===== src/rtl/ldl_pipe_ctrl_pkg.sv =====
// Shared types and helpers for the LDL pipeline controller:
// the drain FSM state encoding and the occupancy-counter width function.
package ldl_pipe_ctrl_pkg;

   typedef enum logic [1:0] {
      RUN   = 2'd0,
      DRAIN = 2'd1,
      DONE  = 2'd2
   } state_t;

   // Smallest number of bits that can index 'value' distinct values.
   // Called with LEVEL+1 so that the counter can hold 0..LEVEL.
   function automatic int clog2(input int value);
      int result;
      int span;
      result = 0;
      span   = 1;
      while (span < value) begin
         span   = span * 2;
         result = result + 1;
      end
      return result;
   endfunction

endpackage : ldl_pipe_ctrl_pkg


===== src/rtl/ldl_pipe_ctrl_if.sv =====
// Handshake, control and status bundle of the LDL pipeline controller.
// master = the environment (upstream source, downstream sink, control),
// slave  = the pipeline controller itself.
interface ldl_pipe_ctrl_if #(
   parameter int WIDTH = 1,
   parameter int LEVEL = 1
);
   import ldl_pipe_ctrl_pkg::*;

   localparam int CNT_W = clog2(LEVEL + 1);

   logic             in_valid;
   logic             in_ready;
   logic [WIDTH-1:0] in_data;
   logic             out_valid;
   logic             out_ready;
   logic [WIDTH-1:0] out_data;
   logic             flush;
   logic             drain;
   logic             drain_done;
   logic [CNT_W-1:0] count;
   logic             empty;
   logic             full;

   modport master (
      output in_valid, in_data, out_ready, flush, drain,
      input  in_ready, out_valid, out_data, drain_done, count, empty, full
   );

   modport slave (
      input  in_valid, in_data, out_ready, flush, drain,
      output in_ready, out_valid, out_data, drain_done, count, empty, full
   );

endinterface : ldl_pipe_ctrl_if


===== src/rtl/ldl_pipe_ctrl_dff_array.sv =====
// Library block: a chain of LEVEL enabled WIDTH-bit registers.
// On en, stage 0 captures din and every other stage takes its predecessor;
// dout is the last stage. The reset clears the stages when used.
module ldl_dff_array_v1 #(
   parameter int WIDTH = 1,
   parameter int LEVEL = 1
) (
   input  logic             clk,
   input  logic             rst,
   input  logic             en,
   input  logic [WIDTH-1:0] din,
   output logic [WIDTH-1:0] dout
);

   logic [WIDTH-1:0] stage_r [LEVEL];

   // Shift the payload one stage toward the output on every enabled cycle
   always_ff @(posedge clk) begin
      if (rst) begin
         for (int i = 0; i < LEVEL; i++) begin
            stage_r[i] <= {WIDTH{1'b0}};
         end
      end else if (en) begin
         stage_r[0] <= din;
         for (int i = 1; i < LEVEL; i++) begin
            stage_r[i] <= stage_r[i-1];
         end
      end else begin
         for (int i = 0; i < LEVEL; i++) begin
            stage_r[i] <= stage_r[i];
         end
      end
   end

   assign dout = stage_r[LEVEL-1];

endmodule : ldl_dff_array_v1


===== src/rtl/ldl_pipe_ctrl.sv =====
// LDL pipeline controller: a LEVEL-deep valid/ready register pipeline.
// Per-stage valid bits move together with the payload whenever the last
// stage is free or being taken. A small FSM stops intake on drain and pulses
// drain_done once the pipe is empty; flush and rst discard everything.
module ldl_pipe_ctrl
   import ldl_pipe_ctrl_pkg::*;
#(
   parameter int WIDTH = 1,
   parameter int LEVEL = 1
) (
   input  logic          clk,
   input  logic          rst,
   ldl_pipe_ctrl_if.slave bus
);

   localparam int CNT_W = clog2(LEVEL + 1);

   logic [LEVEL-1:0] vld_r;
   logic [LEVEL-1:0] vld_nxt_s;
   logic [CNT_W-1:0] count_r;
   logic [CNT_W-1:0] count_nxt_s;
   logic             empty_r;
   logic             full_r;
   logic             drain_done_r;
   state_t           state_r;
   logic             adv_s;
   logic             in_ready_s;
   logic             accept_s;

   // Number of set bits in an occupancy vector.
   function automatic logic [CNT_W-1:0] popcount(input logic [LEVEL-1:0] bits);
      logic [CNT_W-1:0] total;
      total = {CNT_W{1'b0}};
      for (int i = 0; i < LEVEL; i++) begin
         total = total + CNT_W'(bits[i]);
      end
      return total;
   endfunction

   // Pipe moves when the output stage is empty or downstream takes it;
   // intake only in RUN, never while flushing or in reset
   always_comb begin
      adv_s      = !vld_r[LEVEL-1] || bus.out_ready;
      in_ready_s = adv_s && (state_r == RUN) && !bus.flush && !rst;
      accept_s   = bus.in_valid && in_ready_s;
   end

   // Next occupancy: cleared on flush/rst, shifted on advance, else held
   always_comb begin
      vld_nxt_s = vld_r;
      if (rst || bus.flush) begin
         vld_nxt_s = {LEVEL{1'b0}};
      end else if (adv_s) begin
         vld_nxt_s[0] = accept_s;
         for (int i = 1; i < LEVEL; i++) begin
            vld_nxt_s[i] = vld_r[i-1];
         end
      end else begin
         vld_nxt_s = vld_r;
      end
      count_nxt_s = popcount(vld_nxt_s);
   end

   // Occupancy register with count/empty/full kept in step with it
   always_ff @(posedge clk) begin
      if (rst) begin
         vld_r   <= {LEVEL{1'b0}};
         count_r <= {CNT_W{1'b0}};
         empty_r <= 1'b1;
         full_r  <= 1'b0;
      end else begin
         vld_r   <= vld_nxt_s;
         count_r <= count_nxt_s;
         empty_r <= (count_nxt_s == {CNT_W{1'b0}});
         full_r  <= (count_nxt_s == CNT_W'(LEVEL));
      end
   end

   // Drain sequencing: stop intake, wait for an empty pipe, pulse done once
   always_ff @(posedge clk) begin
      if (rst) begin
         state_r      <= RUN;
         drain_done_r <= 1'b0;
      end else if (bus.flush) begin
         state_r      <= RUN;
         drain_done_r <= 1'b0;
      end else begin
         case (state_r)
            RUN: begin
               if (bus.drain) begin
                  state_r <= DRAIN;
               end else begin
                  state_r <= RUN;
               end
               drain_done_r <= 1'b0;
            end
            DRAIN: begin
               if (count_r == {CNT_W{1'b0}}) begin
                  state_r      <= DONE;
                  drain_done_r <= 1'b1;
               end else begin
                  state_r      <= DRAIN;
                  drain_done_r <= 1'b0;
               end
            end
            DONE: begin
               state_r      <= RUN;
               drain_done_r <= 1'b0;
            end
            default: begin
               state_r      <= RUN;
               drain_done_r <= 1'b0;
            end
         endcase
      end
   end

   // Payload stages follow the valid bits; they are never cleared because
   // bubble data is don't-care
   ldl_dff_array_v1 #(
      .WIDTH (WIDTH),
      .LEVEL (LEVEL)
   ) u_data (
      .clk  (clk),
      .rst  (1'b0),
      .en   (adv_s),
      .din  (bus.in_data),
      .dout (bus.out_data)
   );

   // A beat sitting in the output stage is not offered while rst is high,
   // so reset never completes an output handshake
   assign bus.in_ready   = in_ready_s;
   assign bus.out_valid  = vld_r[LEVEL-1] & ~rst;
   assign bus.count      = count_r;
   assign bus.empty      = empty_r;
   assign bus.full       = full_r;
   assign bus.drain_done = drain_done_r;

endmodule : ldl_pipe_ctrl


===== src/flat_wrapper.sv =====
// flat-port wrapper written by rule: the top's interface ports become plain ports
module ldl_pipe_ctrl_flat import ldl_pipe_ctrl_pkg::*;
#(
   parameter int WIDTH = 1,
   parameter int LEVEL = 1
)
  (clk, rst, bus_in_valid, bus_in_data, bus_out_ready, bus_flush, bus_drain, bus_in_ready, bus_out_valid, bus_out_data, bus_drain_done, bus_count, bus_empty, bus_full);
  ldl_pipe_ctrl_if #(.WIDTH(WIDTH), .LEVEL(LEVEL)) bus_i ();
  input  logic clk;
  input  logic rst;
  input wire logic [$bits(bus_i.in_valid)-1:0] bus_in_valid;
  input wire logic [$bits(bus_i.in_data)-1:0] bus_in_data;
  input wire logic [$bits(bus_i.out_ready)-1:0] bus_out_ready;
  input wire logic [$bits(bus_i.flush)-1:0] bus_flush;
  input wire logic [$bits(bus_i.drain)-1:0] bus_drain;
  output wire logic [$bits(bus_i.in_ready)-1:0] bus_in_ready;
  output wire logic [$bits(bus_i.out_valid)-1:0] bus_out_valid;
  output wire logic [$bits(bus_i.out_data)-1:0] bus_out_data;
  output wire logic [$bits(bus_i.drain_done)-1:0] bus_drain_done;
  output wire logic [$bits(bus_i.count)-1:0] bus_count;
  output wire logic [$bits(bus_i.empty)-1:0] bus_empty;
  output wire logic [$bits(bus_i.full)-1:0] bus_full;
  assign bus_i.in_valid = bus_in_valid;
  assign bus_i.in_data = bus_in_data;
  assign bus_i.out_ready = bus_out_ready;
  assign bus_i.flush = bus_flush;
  assign bus_i.drain = bus_drain;
  assign bus_in_ready = bus_i.in_ready;
  assign bus_out_valid = bus_i.out_valid;
  assign bus_out_data = bus_i.out_data;
  assign bus_drain_done = bus_i.drain_done;
  assign bus_count = bus_i.count;
  assign bus_empty = bus_i.empty;
  assign bus_full = bus_i.full;
  ldl_pipe_ctrl #(.WIDTH(WIDTH), .LEVEL(LEVEL)) u_core (.clk(clk), .rst(rst), .bus(bus_i));
endmodule

===== config.mk =====
export PLATFORM = sky130hd
export DESIGN_NAME = ldl_pipe_ctrl_flat
export DESIGN_NICKNAME = d
export VERILOG_FILES = /design/src/rtl/ldl_pipe_ctrl_pkg.sv /design/src/rtl/ldl_pipe_ctrl_if.sv /design/src/rtl/ldl_pipe_ctrl_dff_array.sv /design/src/rtl/ldl_pipe_ctrl.sv /design/src/flat_wrapper.sv
export SDC_FILE = /design/constraint.sdc
export NUM_CORES = 1
export LEC_CHECK = 0
export BUFFER_PORTS_ARGS = -buffer_cell sky130_fd_sc_hd__buf_2
export CORE_AREA = 4 4 41 43
export CTS_CLUSTER_DIAMETER = 60
export DETAILED_ROUTE_END_ITERATION = 7
export DIE_AREA = 0 0 45 47
export PLACE_DENSITY_LB_ADDON = 0.2
export SETUP_SLACK_MARGIN = 0.3
export SLEW_MARGIN = 20
export SYNTH_ARGS = -nofsm -noshare
export SYNTH_HDL_FRONTEND = slang
export SYNTH_SLANG_ARGS = --single-unit

===== constraint.sdc =====
create_clock -name clk -period 1.4 [get_ports clk]
set_clock_uncertainty 0.1 [all_clocks]
set_input_delay 0.42 -clock clk [delete_from_list [all_inputs] [get_ports clk]]
set_output_delay 0.42 -clock clk [all_outputs]
set_load 0.05 [all_outputs]

---- Word level (Yosys, flattened, before mapping) ----
Memories as Yosys holds them, arrays and structs flattened.
Cells that the tools add are included.
storage, ports and cells
  input bits .............................. 7
  bits in registers ....................... 5
  memories ................................ 1
  bits in writable memories ............... 1
  logic and storage cells ................. 34
operators by class
  reductions and logical operators ........ 13
  equal/unequal tests ..................... 1
  muxes and demuxes ....................... 11
  bitwise gates (word level) .............. 4
memories
  memory                 words  width  read ports  clocked after Yosys merged registers in  write ports  line                           source
  u_core.u_data.stage_r  1      1      1           0                                        1            ldl_pipe_ctrl_dff_array.sv:15  logic [WIDTH-1:0] stage_r [LEVEL];
operators with widths
  kind                                                 count
  two-way mux 1 bit                                    9
  logical AND 1 bit                                    4
  one-hot mux 2 bit (2 select lines)                   1
  logical NOT 1 bit                                    3
  inverter 1 bit                                       3
  OR reduction 3 bit                                   1
  equality test 2 x 1 -> 1 bit, second input constant  1
  logical NOT 2 bit                                    1
  logical OR 1 bit                                     2
  two-way mux 2 bit                                    1
  OR reduction 2 bit                                   1
  bitwise AND 1 bit                                    1
  OR reduction 1 bit                                   1

---- Longest topological paths before layout ----
  depth after elaboration ................. 9
  depth in mapped cells ................... 2

---- Hierarchy ----
Synthesis repeated with hierarchy kept, for this count alone.
unflattened totals
  cells, all modules ...................... 23
  area, all modules ....................... 242.7 um2
by module, submodules not included
  module            sequential area each (um2)  area each (um2)  cells each  instances
  ldl_pipe_ctrl     100.1                       196.4            20          1
  ldl_dff_array_v1  30.0                        46.3             3           1

---- Worst setup path before layout ----
No wires, ideal clock.
  path type ............................... input -> output
  start ................................... input port bus_flush
  end ..................................... output port bus_in_ready
  data arrival time ....................... 1.886 ns
  stages on the path ...................... 2
  required time ........................... 0.880 ns
  path slack .............................. -1.006 ns
  cells stage by stage .................... or3_4 > nor3_1
on the way
  cells in the longest elaborated chain, start to end .. 3
ends and longest elaborated chain
  what                             line                 source
  from (decl)                      flat_wrapper.sv:14   input wire logic [$bits(bus_i.flush)-1:0] bus_flush;
  logical NOT 1 bit                ldl_pipe_ctrl.sv:44  in_ready_s = adv_s && (state_r == RUN) && !bus.flush && !rst;
  logical AND 1 bit (2 in series)  ldl_pipe_ctrl.sv:44
  to (decl)                        flat_wrapper.sv:16   output wire logic [$bits(bus_i.in_ready)-1:0] bus_in_ready;
No other way between the ends.

---- Worst setup path in the final report ----
  start ................................... input port rst
  end ..................................... output port bus_in_ready
on the way
  cells in the longest elaborated chain, start to end .. 2
ends and longest elaborated chain
  what               line                 source
  from (decl)        flat_wrapper.sv:10   input logic rst;
  logical NOT 1 bit  ldl_pipe_ctrl.sv:44
  logical AND 1 bit  ldl_pipe_ctrl.sv:44
No other way between the ends.

==> run_results.csv <==
group,metric,value,unit
status,outcome,"complete, but fails checks",
status,violations,"setup timing",
drt,drtPass1Iterations,2,
worst_setup_path,crit_chain,"buf_6 > or3_4 > nor3_4 > buf_6",
clocking,cts_buffers,3,
floorplan,io-pin-count,14,
min_path,hold_path.startpoint,"bus_in_data",
worst_setup_path,crit_buf_inv,2,
logic_synthesis,syn_area_per_cell,11.1,µm²
floorplan,num_rows,13,
clocking,cts.sink_count,6,
worst_setup_path,cp_top_family,"simple AND/OR/NAND/NOR gates",
sta,worstMarginPinSlew,244,ps
power_and_ir_drop,peakVddDrop,350,µV
power_and_ir_drop,power_density,920,nW/µm²
finish,num-fill-cells,135,
clocking,ctsHtreeMaxLevel,1,
min_path,min_path_cells,1,
logic_synthesis,synth_cell_type_count,12,
sta,rsz0062_at_grt,"true",
drt,drtIter0Drc,1,
power_and_ir_drop,intPower,0.347,mW
logic_synthesis,ys_seq_area_frac,0.584,
worst_setup_path,worst_ep_required_time,880,ps
finish,regArea,138,µm²
floorplan,fp.dieH,47,µm
drt,vias,230,
worst_setup_path,path_class,"primary input to primary output",
logic_synthesis,synth_area_leader_cell,"dfxtp_1",
logic_synthesis,synth.area.top_cells,"dfxtp_1, edfxtp_1, nor3b_1",
sta,slew_violations,0,
sta,setup_slack,-331,ps
worst_setup_path,crit_top_cell,"buf_6",
logic_synthesis,ys_warn_count,0,
place,dp_hpwl,435,µm
logic_synthesis,syn-cell-area,223,µm²
clocking,clk_latency,250,ps
sta,setup_viol,4,
finish,multi_input_area,124,µm²
worst_setup_path,crit_path_start,"rst",
sta,timing.fmax,578,MHz
floorplan,start_util,0.171,
worst_setup_path,timing.rr.start,"u_core.state_r[1]$_SDFF_PP0_",
finish,syn_to_final_growth,131,%
power_and_ir_drop,clkPwrFrac,0.366,
worst_setup_path,critPathSlowestCell,"or3_4",
clocking,clk_path_buf_depth,2,
clocking,tritoncts,"done",
sta,hold_viol,0,
floorplan,die_w,45,µm
drt,ant_nets,0,
logic_synthesis,syn_inst,20,
global_routing,grt_max_degree,5,
clocking,hold_buffers,0,
worst_setup_path,critical_path_arrival,1210,ps
global_routing,grt_overflow,0,
sta,post-route-period-util,1.24,
finish,final_cells,59,
power_and_ir_drop,power_frac_seq,0.395,
power_and_ir_drop,p_sw,0.127,mW
floorplan,core,1300,µm²
floorplan,die_area,2120,µm²
min_path,hold_path.class,"primary input to flop",
power_and_ir_drop,p_leak,0.217,nW
worst_setup_path,ff2ff_setup_slack,180,ps
finish,layout_common_cells,"buf_6, buf_2, buf_8, buf_4",
finish,mostFrequentLayoutCell,"buf_6",
worst_setup_path,cp.depth,4,
place,dp_cells,52,
sta,min_period,1730,ps
power_and_ir_drop,comb_power_share,0.239,
worst_setup_path,endpoint_kind,"primary output",
worst_setup_path,startpoint_type,"primary input",
finish,fin_nets,52,
worst_setup_path,r2r_cells,4,
finish,stdcell_area,515,µm²
logic_synthesis,synth_top_cell_area_share,0.449,
drt,wl_per_cell,10.3,µm
sta,relSlewSlack,0.837,
global_routing,antenna_found_initial,0,
logic_synthesis,ys_ff_latch,6,
drt,drc,0,
global_routing,grt_first_pass_wirelength,979,µm
clocking,cts_root_buf,"clkbuf_4",
clocking,clkTransAtPathRegs,50,ps
finish,drive_gt1_frac,0.818,
drt,vias_per_cell,3.90,
place,place.gp.congestion,0.685,
finish,n_antenna_cell,0,
place,io_buffers,13,
place,placed_cell_area,369,µm²
global_routing,track_usage,0.0728,
run,max_cap_viol_count,0,
power_and_ir_drop,p_sw_frac,0.268,
global_routing,grt_pass1_vias,233,
sta,hold_ws,255,ps
logic_synthesis,syn_nets,27,
worst_setup_path,cpPeakStageDelay,390,ps
power_and_ir_drop,fin_total_pwr,0.474,mW
drt,drt_wl_total,609,µm
worst_setup_path,path_max_fanout,2,
## stage by stage
| stage | utilization | TNS (ps) | setup WS [ps] |
|---|---|---|---|
| detailed placement | 0.284 | -590 | -458 |
| floorplan | - | -392 | -392 |
| CTS | 0.381 | -356 | -329 |
| global placement | 0.284 | -614 | -450 |
| global route | 0.396 | -677 | -391 |
| finish | 0.396 | -520 | -331 |
## metal layers
metal | global-route usage | wire [µm] | vias up | part of all wire
met3 | 0.0498 | 70 | 0 | 0.11
met4 | 0.0702 | 0 | 0 | 0
met2 | 0.0932 | 260 | 12 | 0.43
li1 | - | - | 115 | -
met1 | 0.0778 | 277 | 103 | 0.45
met5 | 0 | 0 | - | 0
## cell usage after synthesis, drive strengths merged
| library cell | instances |
|---|---|
| nor3 | 1 |
| mux2i | 1 |
| inv | 1 |
| edfxtp | 1 |
| o21a | 1 |
| buf | 1 |
| o21ai | 1 |
| nor2b | 2 |
| or3 | 1 |
| dfxtp | 5 |
| nor3b | 3 |
| nor2 | 2 |
## power groups by stage
stage                     clock [mW]  combinational, mW  sequential (mW)
after detailed placement           0             0.0825            0.189
after global placement             0             0.0819            0.189
after CTS                      0.186              0.109            0.187
final                          0.173              0.113            0.187
after global routing           0.194              0.119            0.187
after floorplan                    0             0.0361            0.209
## cell type report
| class | instances | share of cell area |
|---|---|---|
| Timing Repair Buffer | 21 | 0.398 |
| Sequential cell | 6 | 0.267 |
| Multi-Input combinational cell | 12 | 0.240 |
| Clock buffer | 4 | 0.0510 |
| Tap cell | 15 | 0.0364 |
| Inverter | 1 | 0.00728 |
## cells by family after synthesis
kind of cell	count (synthesis)	synth area share
AO/OA/AOI/OAI	2	0.0562
buffers and inverters	2	0.0506
flip-flops	6	0.584
multiplexers	1	0.0449
AND/OR/NAND/NOR	9	0.264
## final timing paths
path	endpoint
max	bus_in_ready
min	u_core.u_data.stage_r[0]$_DFFE_PN_
max reg2reg	u_core.state_r[1]$_SDFF_PP0_
min reg2reg	u_core.bus.empty$_SDFF_PP1_
## timing repair
item | 4_1_cts | 5_1_grt
pin swaps | 2 | 2
gates resized for setup | 24 | 4
setup buffers | 2 | 1
endpoints found under the setup margin | 10 | 11
## flip-flops by register name, indices dropped and copies added (netlist names)
| name | count |
|---|---|
| u_core.bus.drain_done | 1 |
| u_core.vld_r | 1 |
| u_core.u_data.stage_r | 1 |
| u_core.state_r | 2 |
| u_core.bus.empty | 1 |
Power figures use the tool's default switching activity.
